==> src/rtl/capture_buf_ctrl.sv <==
// capture_buf_ctrl: frame sequencer for the single-port sample RAM.
// Arms once per frame, waits for a trigger, writes DEPTH ADC samples into
// the RAM, then streams them back out through a valid/ready port.
// Optional feature macro: TRIG_LEVEL_EN (rising level-crossing trigger).
module capture_buf_ctrl #(
  parameter int ADDR_W      = 13,
  parameter int DATA_W      = 10,
  parameter int DEPTH       = 2048,
  parameter int FRAME_TICKS = 500_000
) (
  input  logic              clk,
  input  logic              rst,
  input  logic              start,
  input  logic              auto_en,
  input  logic              adc_valid,
  input  logic [DATA_W-1:0] adc_data,
`ifdef TRIG_LEVEL_EN
  input  logic [DATA_W-1:0] trig_level,
`endif
  output logic              ram_we,
  output logic [ADDR_W-1:0] ram_addr,
  output logic [DATA_W-1:0] ram_wdata,
  input  logic [DATA_W-1:0] ram_rdata,
  output logic              rd_valid,
  output logic [DATA_W-1:0] rd_data,
  output logic [ADDR_W-1:0] rd_idx,
  input  logic              rd_ready,
  output logic              frame_tick,
  output logic              busy,
  output logic              done,
  output logic              overrun
);

  localparam int CNT_W = (FRAME_TICKS > 1) ? $clog2(FRAME_TICKS) : 1;
  localparam logic [ADDR_W-1:0] LAST_IDX = ADDR_W'(DEPTH - 1);
  localparam logic [CNT_W-1:0]  LAST_CNT = CNT_W'(FRAME_TICKS - 1);

  typedef enum logic [2:0] {
    IDLE, WAIT_TRIG, CAPTURE, RD_ADDR, RD_DATA, RD_HOLD
  } state_t;

  state_t            state_q, state_d;
  logic [CNT_W-1:0]  frame_cnt_q;
  logic [ADDR_W-1:0] wr_idx_q, wr_idx_d;
  logic [ADDR_W-1:0] rd_idx_q, rd_idx_d;
  logic              wr_pend_q, wr_pend_d;
  logic [DATA_W-1:0] wr_data_q, wr_data_d;
  logic [DATA_W-1:0] rd_data_q, rd_data_d;
  logic              done_q, done_d;
  logic              overrun_q, overrun_d;
  logic              trig;
`ifdef TRIG_LEVEL_EN
  logic [DATA_W-1:0] prev_q, prev_d;
  logic              prev_vld_q, prev_vld_d;
`endif

  // Trigger qualification for the current adc_valid cycle
  always_comb begin
`ifdef TRIG_LEVEL_EN
    trig = adc_valid && prev_vld_q && (prev_q < trig_level) && (adc_data >= trig_level);
`else
    trig = adc_valid;
`endif
  end

  // Free-running frame period counter; tick is suppressed while in reset
  always_ff @(posedge clk) begin
    if (rst || frame_cnt_q == LAST_CNT) frame_cnt_q <= '0;
    else                                frame_cnt_q <= frame_cnt_q + 1'b1;
  end

  // Next-state and register updates for the capture/readout sequence
  always_comb begin
    state_d   = state_q;
    wr_idx_d  = wr_idx_q;
    rd_idx_d  = rd_idx_q;
    wr_pend_d = 1'b0;
    wr_data_d = wr_data_q;
    rd_data_d = rd_data_q;
    done_d    = 1'b0;
    // A frame tick that lands while a capture/readout is in flight is lost.
    overrun_d = overrun_q | (frame_tick & busy);
`ifdef TRIG_LEVEL_EN
    prev_d     = prev_q;
    prev_vld_d = prev_vld_q;
`endif
    case (state_q)
      IDLE: begin
`ifdef TRIG_LEVEL_EN
        prev_vld_d = 1'b0;
`endif
        if (start) begin
          state_d   = WAIT_TRIG;
          overrun_d = 1'b0;
        end else if (auto_en && frame_tick) begin
          state_d = WAIT_TRIG;
        end
      end
      WAIT_TRIG: begin
`ifdef TRIG_LEVEL_EN
        if (adc_valid) begin
          prev_d     = adc_data;
          prev_vld_d = 1'b1;
        end
`endif
        if (trig) begin
          state_d   = CAPTURE;
          wr_pend_d = 1'b1;
          wr_data_d = adc_data;
        end
      end
      CAPTURE: begin
        if (wr_pend_q) begin
          wr_idx_d = wr_idx_q + 1'b1;
          if (wr_idx_q == LAST_IDX) begin
            state_d  = RD_ADDR;
            wr_idx_d = '0;
            rd_idx_d = '0;
          end
        end
        // Stop accepting once DEPTH samples are registered (last one may be pending).
        if (adc_valid && !(wr_pend_q && wr_idx_q == LAST_IDX)) begin
          wr_pend_d = 1'b1;
          wr_data_d = adc_data;
        end
      end
      RD_ADDR: state_d = RD_DATA;
      RD_DATA: begin
        rd_data_d = ram_rdata;
        state_d   = RD_HOLD;
      end
      RD_HOLD: begin
        if (rd_ready) begin
          if (rd_idx_q == LAST_IDX) begin
            done_d   = 1'b1;
            rd_idx_d = '0;
            state_d  = IDLE;
          end else begin
            rd_idx_d = rd_idx_q + 1'b1;
            state_d  = RD_ADDR;
          end
        end
      end
      default: state_d = IDLE;
    endcase
  end

  // Control state registers (reset returns to an empty IDLE frame)
  always_ff @(posedge clk) begin
    if (rst) begin
      state_q    <= IDLE;
      wr_idx_q   <= '0;
      rd_idx_q   <= '0;
      wr_pend_q  <= 1'b0;
      done_q     <= 1'b0;
      overrun_q  <= 1'b0;
`ifdef TRIG_LEVEL_EN
      prev_vld_q <= 1'b0;
`endif
    end else begin
      state_q    <= state_d;
      wr_idx_q   <= wr_idx_d;
      rd_idx_q   <= rd_idx_d;
      wr_pend_q  <= wr_pend_d;
      done_q     <= done_d;
      overrun_q  <= overrun_d;
`ifdef TRIG_LEVEL_EN
      prev_vld_q <= prev_vld_d;
`endif
    end
  end

  // Sample data registers; qualified by control flags, so no reset needed
  always_ff @(posedge clk) begin
    wr_data_q <= wr_data_d;
    rd_data_q <= rd_data_d;
`ifdef TRIG_LEVEL_EN
    prev_q    <= prev_d;
`endif
  end

  // Output decode; data outputs are forced to zero when not qualified
  always_comb begin
    frame_tick = !rst && (frame_cnt_q == '0);
    busy       = (state_q != IDLE);
    ram_we     = wr_pend_q;
    ram_addr   = (state_q == RD_ADDR || state_q == RD_DATA || state_q == RD_HOLD) ?
                 rd_idx_q : wr_idx_q;
    ram_wdata  = wr_pend_q ? wr_data_q : '0;
    rd_valid   = (state_q == RD_HOLD);
    rd_data    = (state_q == RD_HOLD) ? rd_data_q : '0;
    rd_idx     = rd_idx_q;
    done       = done_q;
    overrun    = overrun_q;
  end

endmodule

==> config.mk <==
export PLATFORM = sky130hd
export DESIGN_NAME = capture_buf_ctrl
export DESIGN_NICKNAME = d
export VERILOG_FILES = /design/src/rtl/capture_buf_ctrl.sv
export SDC_FILE = /design/constraint.sdc
export NUM_CORES = 1
export LEC_CHECK = 0
export BUFFER_PORTS_ARGS = -buffer_cell sky130_fd_sc_hd__buf_4
export CAP_MARGIN = 20
export CORE_MARGIN = 3
export CORE_UTILIZATION = 58
export CTS_CLUSTER_SIZE = 20
export DETAILED_ROUTE_END_ITERATION = 10
export PLACE_DENSITY = 0.87
export SLEW_MARGIN = 20
export SYNTH_ARGS = -nofsm -noshare
export SYNTH_HDL_FRONTEND = slang
export SYNTH_SLANG_ARGS = --single-unit
==> constraint.sdc <==
create_clock -name clk -period 5.1 [get_ports clk]
set_clock_uncertainty 0.1 [all_clocks]
set_input_delay 0 -clock clk [delete_from_list [all_inputs] [get_ports clk]]
set_output_delay 0 -clock clk [all_outputs]
set_load 0.1 [all_outputs]
After elaboration in Yosys (flattened, before gate mapping)
Cells that the tools add are included.
{"block": "classes", "n_addsub": 3, "mul": 0, "div_mod_pow": 0, "n_lt_le_gt_ge": 0, "n_eq_ne": 14, "shift": 0, "muxes": 26, "bitwise_logic": 4, "reduce_logical": 19}
{"cell": "$mux 13", "count": 6}
{"cell": "$mux 10", "count": 4}
{"cell": "$add 13x1->13 const B", "count": 2}
{"cell": "$eq 13x11->1 const B", "count": 2}
{"cell": "$pmux 13 s2", "count": 1}
{"cell": "$pmux 10 s2", "count": 1}
{"cell": "$add 19x1->19 const B", "count": 1}
{"cell": "$eq 19x19->1 const B", "count": 1}
{"cell": "$logic_not 19->1", "count": 1}
{"cell": "$mux 3", "count": 6}
{"cell": "$pmux 3 s6", "count": 1}
{"cell": "$ne 2x2->1 const B", "count": 4}
{"cell": "$eq 3x2->1 const B", "count": 2}
{"cell": "$eq 3x3->1 const B", "count": 2}
{"cell": "$mux 1", "count": 5}
{"cell": "$reduce_and 5->1", "count": 1}
{"cell": "$logic_and 1x1->1", "count": 4}
{"cell": "$reduce_and 4->1", "count": 1}
{"cell": "$reduce_bool 2->1", "count": 2}
{"cell": "$eq 3x1->1 const B", "count": 1}
{"cell": "$logic_not 3->1", "count": 1}
{"cell": "$logic_or 1x1->1", "count": 3}
{"cell": "$ne 3x3->1 const B", "count": 1}
{"cell": "$reduce_and 3->1", "count": 1}
{"cell": "other kinds (10)", "count": 12}
{"block": "word_totals", "register_bits": 71, "latchBits": 0, "mem_bits_rw": 0, "romBits": 0, "inputBits": 26, "output_inout_bits": 52, "wordCells": 75, "mem_count": 0}

Depth between registers and ports, before layout
{"block": "logic_depth", "word_depth": 6, "depth_mapped": 8, "mapped_depth_nobuf": 6}

Least setup slack after synthesis
OpenSTA, ideal clock, no wires.
{"block": "synth_timing", "path_kind": "reg-to-reg", "startpoint": "reg frame_cnt_q[9]", "endpoint": "reg overrun_q (netlist: overrun)", "setup_time_ns": 0.073, "t_arrival_ns": 3.274, "required_ns": 4.927, "slack_ns": 1.653, "stages_incl_launch_ff": 6, "path_buffers": 0, "period_less_slack_ns": 3.447, "cell_sequence": "dfxtp_1 nor4_1 nand4_1 nor3_1 nand2_1 a21oi_1"}
{"block": "synth_via", "elab_chain_cells": 6}
{"item": "from (decl)", "line_no": "43", "source": "logic [CNT_W-1:0] frame_cnt_q;"}
{"item": "from (signal assigned)", "line_no": "69", "source": "else frame_cnt_q <= frame_cnt_q + 1'b1;"}
{"item": "$logic_not 19->1 (*)", "line_no": "184", "source": "frame_tick = !rst && (frame_cnt_q == '0);"}
{"item": "$logic_and 1x1->1 (*)", "line_no": "184"}
{"item": "net frame_tick", "line_no": "28", "source": "output logic frame_tick,"}
{"item": "$and 1x1->1 (*)", "line_no": "82", "source": "overrun_d = overrun_q | (frame_tick & busy);"}
{"item": "$or 1x1->1 (*)", "line_no": "82"}
{"item": "$mux 1", "line_no": "92", "source": "if (start) begin"}
{"item": "$mux 1 (*)", "line_no": "87", "source": "case (state_q)"}
{"item": "to (signal assigned)", "line_no": "166", "source": "overrun_q <= overrun_d;"}
{"item": "to (decl)", "line_no": "50", "source": "logic overrun_q, overrun_d;"}
Mark *: on every way through the listed nets, which the timed path passes. The rest lies on a longest branch.
A chain may end at the register's enable or synchronous reset.

Worst setup path in the final report
{"block": "layout_timing", "startpoint": "reg state_q[0]", "endpoint": "reg wr_data_q[0] (enable)"}
{"block": "layout_via", "elab_chain_cells": 3, "word_cells_on_any_way": 6, "classes_between": "4 x eq/ne; 2 x reduce/logical"}
{"item": "from (decl)", "line_no": "42", "source": "state_t state_q, state_d;"}
{"item": "from (signal assigned)", "line_no": "161", "source": "state_q <= state_d;"}
{"item": "$eq 3x2->1 / $eq 3x1->1 (equally long branches)", "line_no": "87"}
{"item": "$ne 2x2->1 (no source line) / $reduce_bool 2->1 (equally long branches)"}
{"item": "$reduce_and 3->1 (no source line) (*)"}
{"item": "to (signal assigned)", "line_no": "175", "source": "wr_data_q <= wr_data_d;"}
{"item": "to (decl)", "line_no": "47", "source": "logic [DATA_W-1:0] wr_data_q, wr_data_d;"}
Mark *: on every way between the ends. The rest lies on a longest branch, timed or not.

==> results.toml <==
[final_layout]
syn_to_final_growth_pct = 30.5
utilization = 0.797
n_antenna_cell = 0
final_nets = 489
drive_above_1_share = 0.241
nFillCells = 331

[run_status]
status = "complete, no violations"

[synthesis]
async_flop_share = 0
yosys_warnings = 0
syn-num-nets = 393
postSynthAreaPerCell_um2 = 9.44
synth_edf_count = 20
synthDistinctLibCells = 46
ys_seq_elements = 71
synthFlopType = "dfxtp_1"
yosysTopAreaCell = "dfxtp_1"
ys_seq_area_frac = 0.473
synth_area_um2 = 3430
netlist_top_cells_area = "dfxtp_1 (30%), edfxtp_1 (18%), nor2_1 (5.3%), xor2_1 (4.6%), mux2_2 (4.3%)"
synth_top_cell_area_share = 0.298
syn_inst = 363

[detailed_routing]
via_per_inst = 5.80
wl_per_cell_um = 16.2
wl_um = 8690
firstDrtPassIters = 5
drtAntennaViolNets = 0
vias = 3107
drtIter0Drc = 243
drc = 0

[floorplan]
core_area_um2 = 5610
ios = 78
die_y_um = 82.9
die_area_um2 = 6860
start_util = 0.611
chipWidth_um = 82.9
rows = 27

[pwr]
p_total_mw = 1.51
netSwitchingFraction = 0.353
power.density_nw_per_um2 = 337
vdd_drop_max_mv = 0.238
p_leak_nw = 1.77
p_switching_mw = 0.533
intPower_mw = 0.975
seqPwrFrac = 0.439
clkPwrFrac = 0.309
combPwrFrac = 0.252

[setup_path]
cp-start-kind = "flop"
worst_ep_required_time_ps = 4990
cp_max_fo = 14
crit_path_end_kind = "flop"
criticalPathCategory = "flop to flop"
cp_data_arrival_time_ps = 2600

[sta]
final-hold-violation-count = 0
setup_viol = 0
setup_tns_ps = 0
slew_viol_final = 0
finalCritPeriodShare = 0.532
setup_slack_ps = 2380
slew_headroom = 0.337
tightestPinTransition_ps = 988
fin_crit_ps = 2720
max_freq_mhz = 368
rsz0062_at_grt = "false"

[clocking]
post_cts_buffers = 0
cts-root-buf = "clkbuf_8"
path_clk_slew_ps = 80
cts_tree = "done"
insertion_delay_ps = 360
clock_sinks = 71
h-tree-depth = 3
clockBufferDepth = 2
cts_made_buffers = 9

[grt]
grt_pass1_vias = 2902
grt_pass1_wl_um = 14700
gr-usage-all-layers = 0.265
grt_remaining_overflow = 0
grt_antenna_before_repair = 0
grt_max_degree = 24

[place]
dp_hpwl_um = 5380
portBuffers = 77
pre_cts_slack_ps = 2460
routabilityCongestion = 0.896

[flow_run]
cap_violations = 0

[min_path]
hold_path.class = "input pin to flop"
-- power groups by stage --
| stage | Sequential (mW) | Clock [mW] | Combinational [mW] |
|---|---|---|---|
| floorplan | 0.673 | 0 | 0.278 |
| global placement | 0.666 | 0 | 0.352 |
| detailed placement | 0.672 | 0 | 0.354 |
| CTS | 0.658 | 0.463 | 0.374 |
| global route | 0.668 | 0.499 | 0.402 |
| finish | 0.662 | 0.466 | 0.381 |
-- what timing repair did --
item                      CTS  global route
hold buffers               25             0
resized for setup           0             0
hold endpoints to repair   33             0
-- metrics by stage --
stage	cells	hold WS (ps)	instance area, um^2
global placement	495	78.7	4010
detailed placement	495	79.5	4010
finish	536	30.2	4470
global route	536	45.0	4470
floorplan	363	-1.13	3430
CTS	536	5.51	4470
-- sequential cells by signal (all words and copies together) (netlist names) --
signal,cells
rd_data_q,10
done,1
wr_data_q,10
wr_idx_q,13
rd_idx,13
ram_we,1
overrun,1
frame_cnt_q,19
state_q,3
-- layout make-up --
cell class / instances / area (um^2) / area share
clock buffers: 10 / 138 / 0.0308
flip-flops and latches: 71 / 1620 / 0.363
repair buffers: 102 / 828 / 0.185
well taps: 72 / 90.1 / 0.0202
multi-input cells: 266 / 1690 / 0.378
inverters: 9 / 33.8 / 0.00756
clock inverters: 6 / 68.8 / 0.0154
-- kinds of logic after synthesis --
group	synth area share
xor gates and xnor gates	0.0741
adders and majority gates	0.0146
and+or+nand+nor	0.279
AOI/OAI and AO/OA	0.0804
DFF	0.473
muxes	0.0457
buffers and inverters	0.0332
-- worst max-delay path, stage by stage, from the launching register on --
cell and delay, ps:
dfxtp_1 560, and4bb_2 330, and4_1 290, and4_1 260, a31oi_1 800
-- cell usage after synthesis (all sizes together), types with 2 or more instances --
cell,n
nand2b,8
nor3b,2
and3,4
nand2,27
mux2,13
nor3,7
buf,7
dfxtp,51
or3,3
or4b,4
a21oi,17
a21o,2
nor2,48
nand4,14
ha,4
or4,6
o21ai,4
o41ai,4
and4,9
and2,22
edfxtp,20
o31ai,5
a31o,2
nand3,13
nor2b,2
clkbuf,10
nor4,5
a31oi,2
xnor2,11
xor2,18
inv,9
-- placed cells by master (no fill, tap or decap), types with 3 or more instances in the layout --
cell type / synthesis / layout
buf_4: 1 / 77
ha_1: 4 / 4
nor2_1: 48 / 48
or4_1: 6 / 6
nor3_1: 7 / 7
xnor2_1: 11 / 11
and4_1: 8 / 8
o31ai_1: 5 / 5
dlygate4sd3_1: 0 / 25
dfxtp_1: 51 / 51
and2_1: 22 / 22
clkinvlp_4: 0 / 4
a21oi_1: 17 / 17
nand2b_1: 8 / 8
nand2_1: 27 / 27
mux2_2: 13 / 13
nor4_1: 5 / 5
nand4_1: 14 / 14
and3_1: 4 / 4
xor2_1: 18 / 18
inv_1: 9 / 9
or4b_1: 3 / 3
o21ai_0: 4 / 4
or3_1: 3 / 3
clkbuf_8: 0 / 10
o41ai_1: 4 / 4
edfxtp_1: 20 / 20
nand3_1: 13 / 13
-- layer usage --
metal	GRT usage	up-vias	share of wire
met3	0.0724	18	0.062
met4	0.0877	0	0.017
li1	-	1486	-
met1	0.348	1477	0.43
met5	0	-	0
met2	0.423	126	0.49
-- path summary, 6_finish.rpt --
kind	from	cells past startpoint	slack [ps]	endpoint
hold reg to reg	frame_cnt_q[0]$_SDFF_PP0_	1	380	frame_cnt_q[0]$_SDFF_PP0_
setup / recovery	state_q[0]$_SDFFE_PP0P_	4	2380	wr_data_q[0]$_DFFE_PP_
setup reg to reg	state_q[0]$_SDFFE_PP0P_	4	2380	wr_data_q[0]$_DFFE_PP_
hold / removal	start	5	30	state_q[0]$_SDFFE_PP0P_
Note: power is estimated with default switching activity, not from simulation.
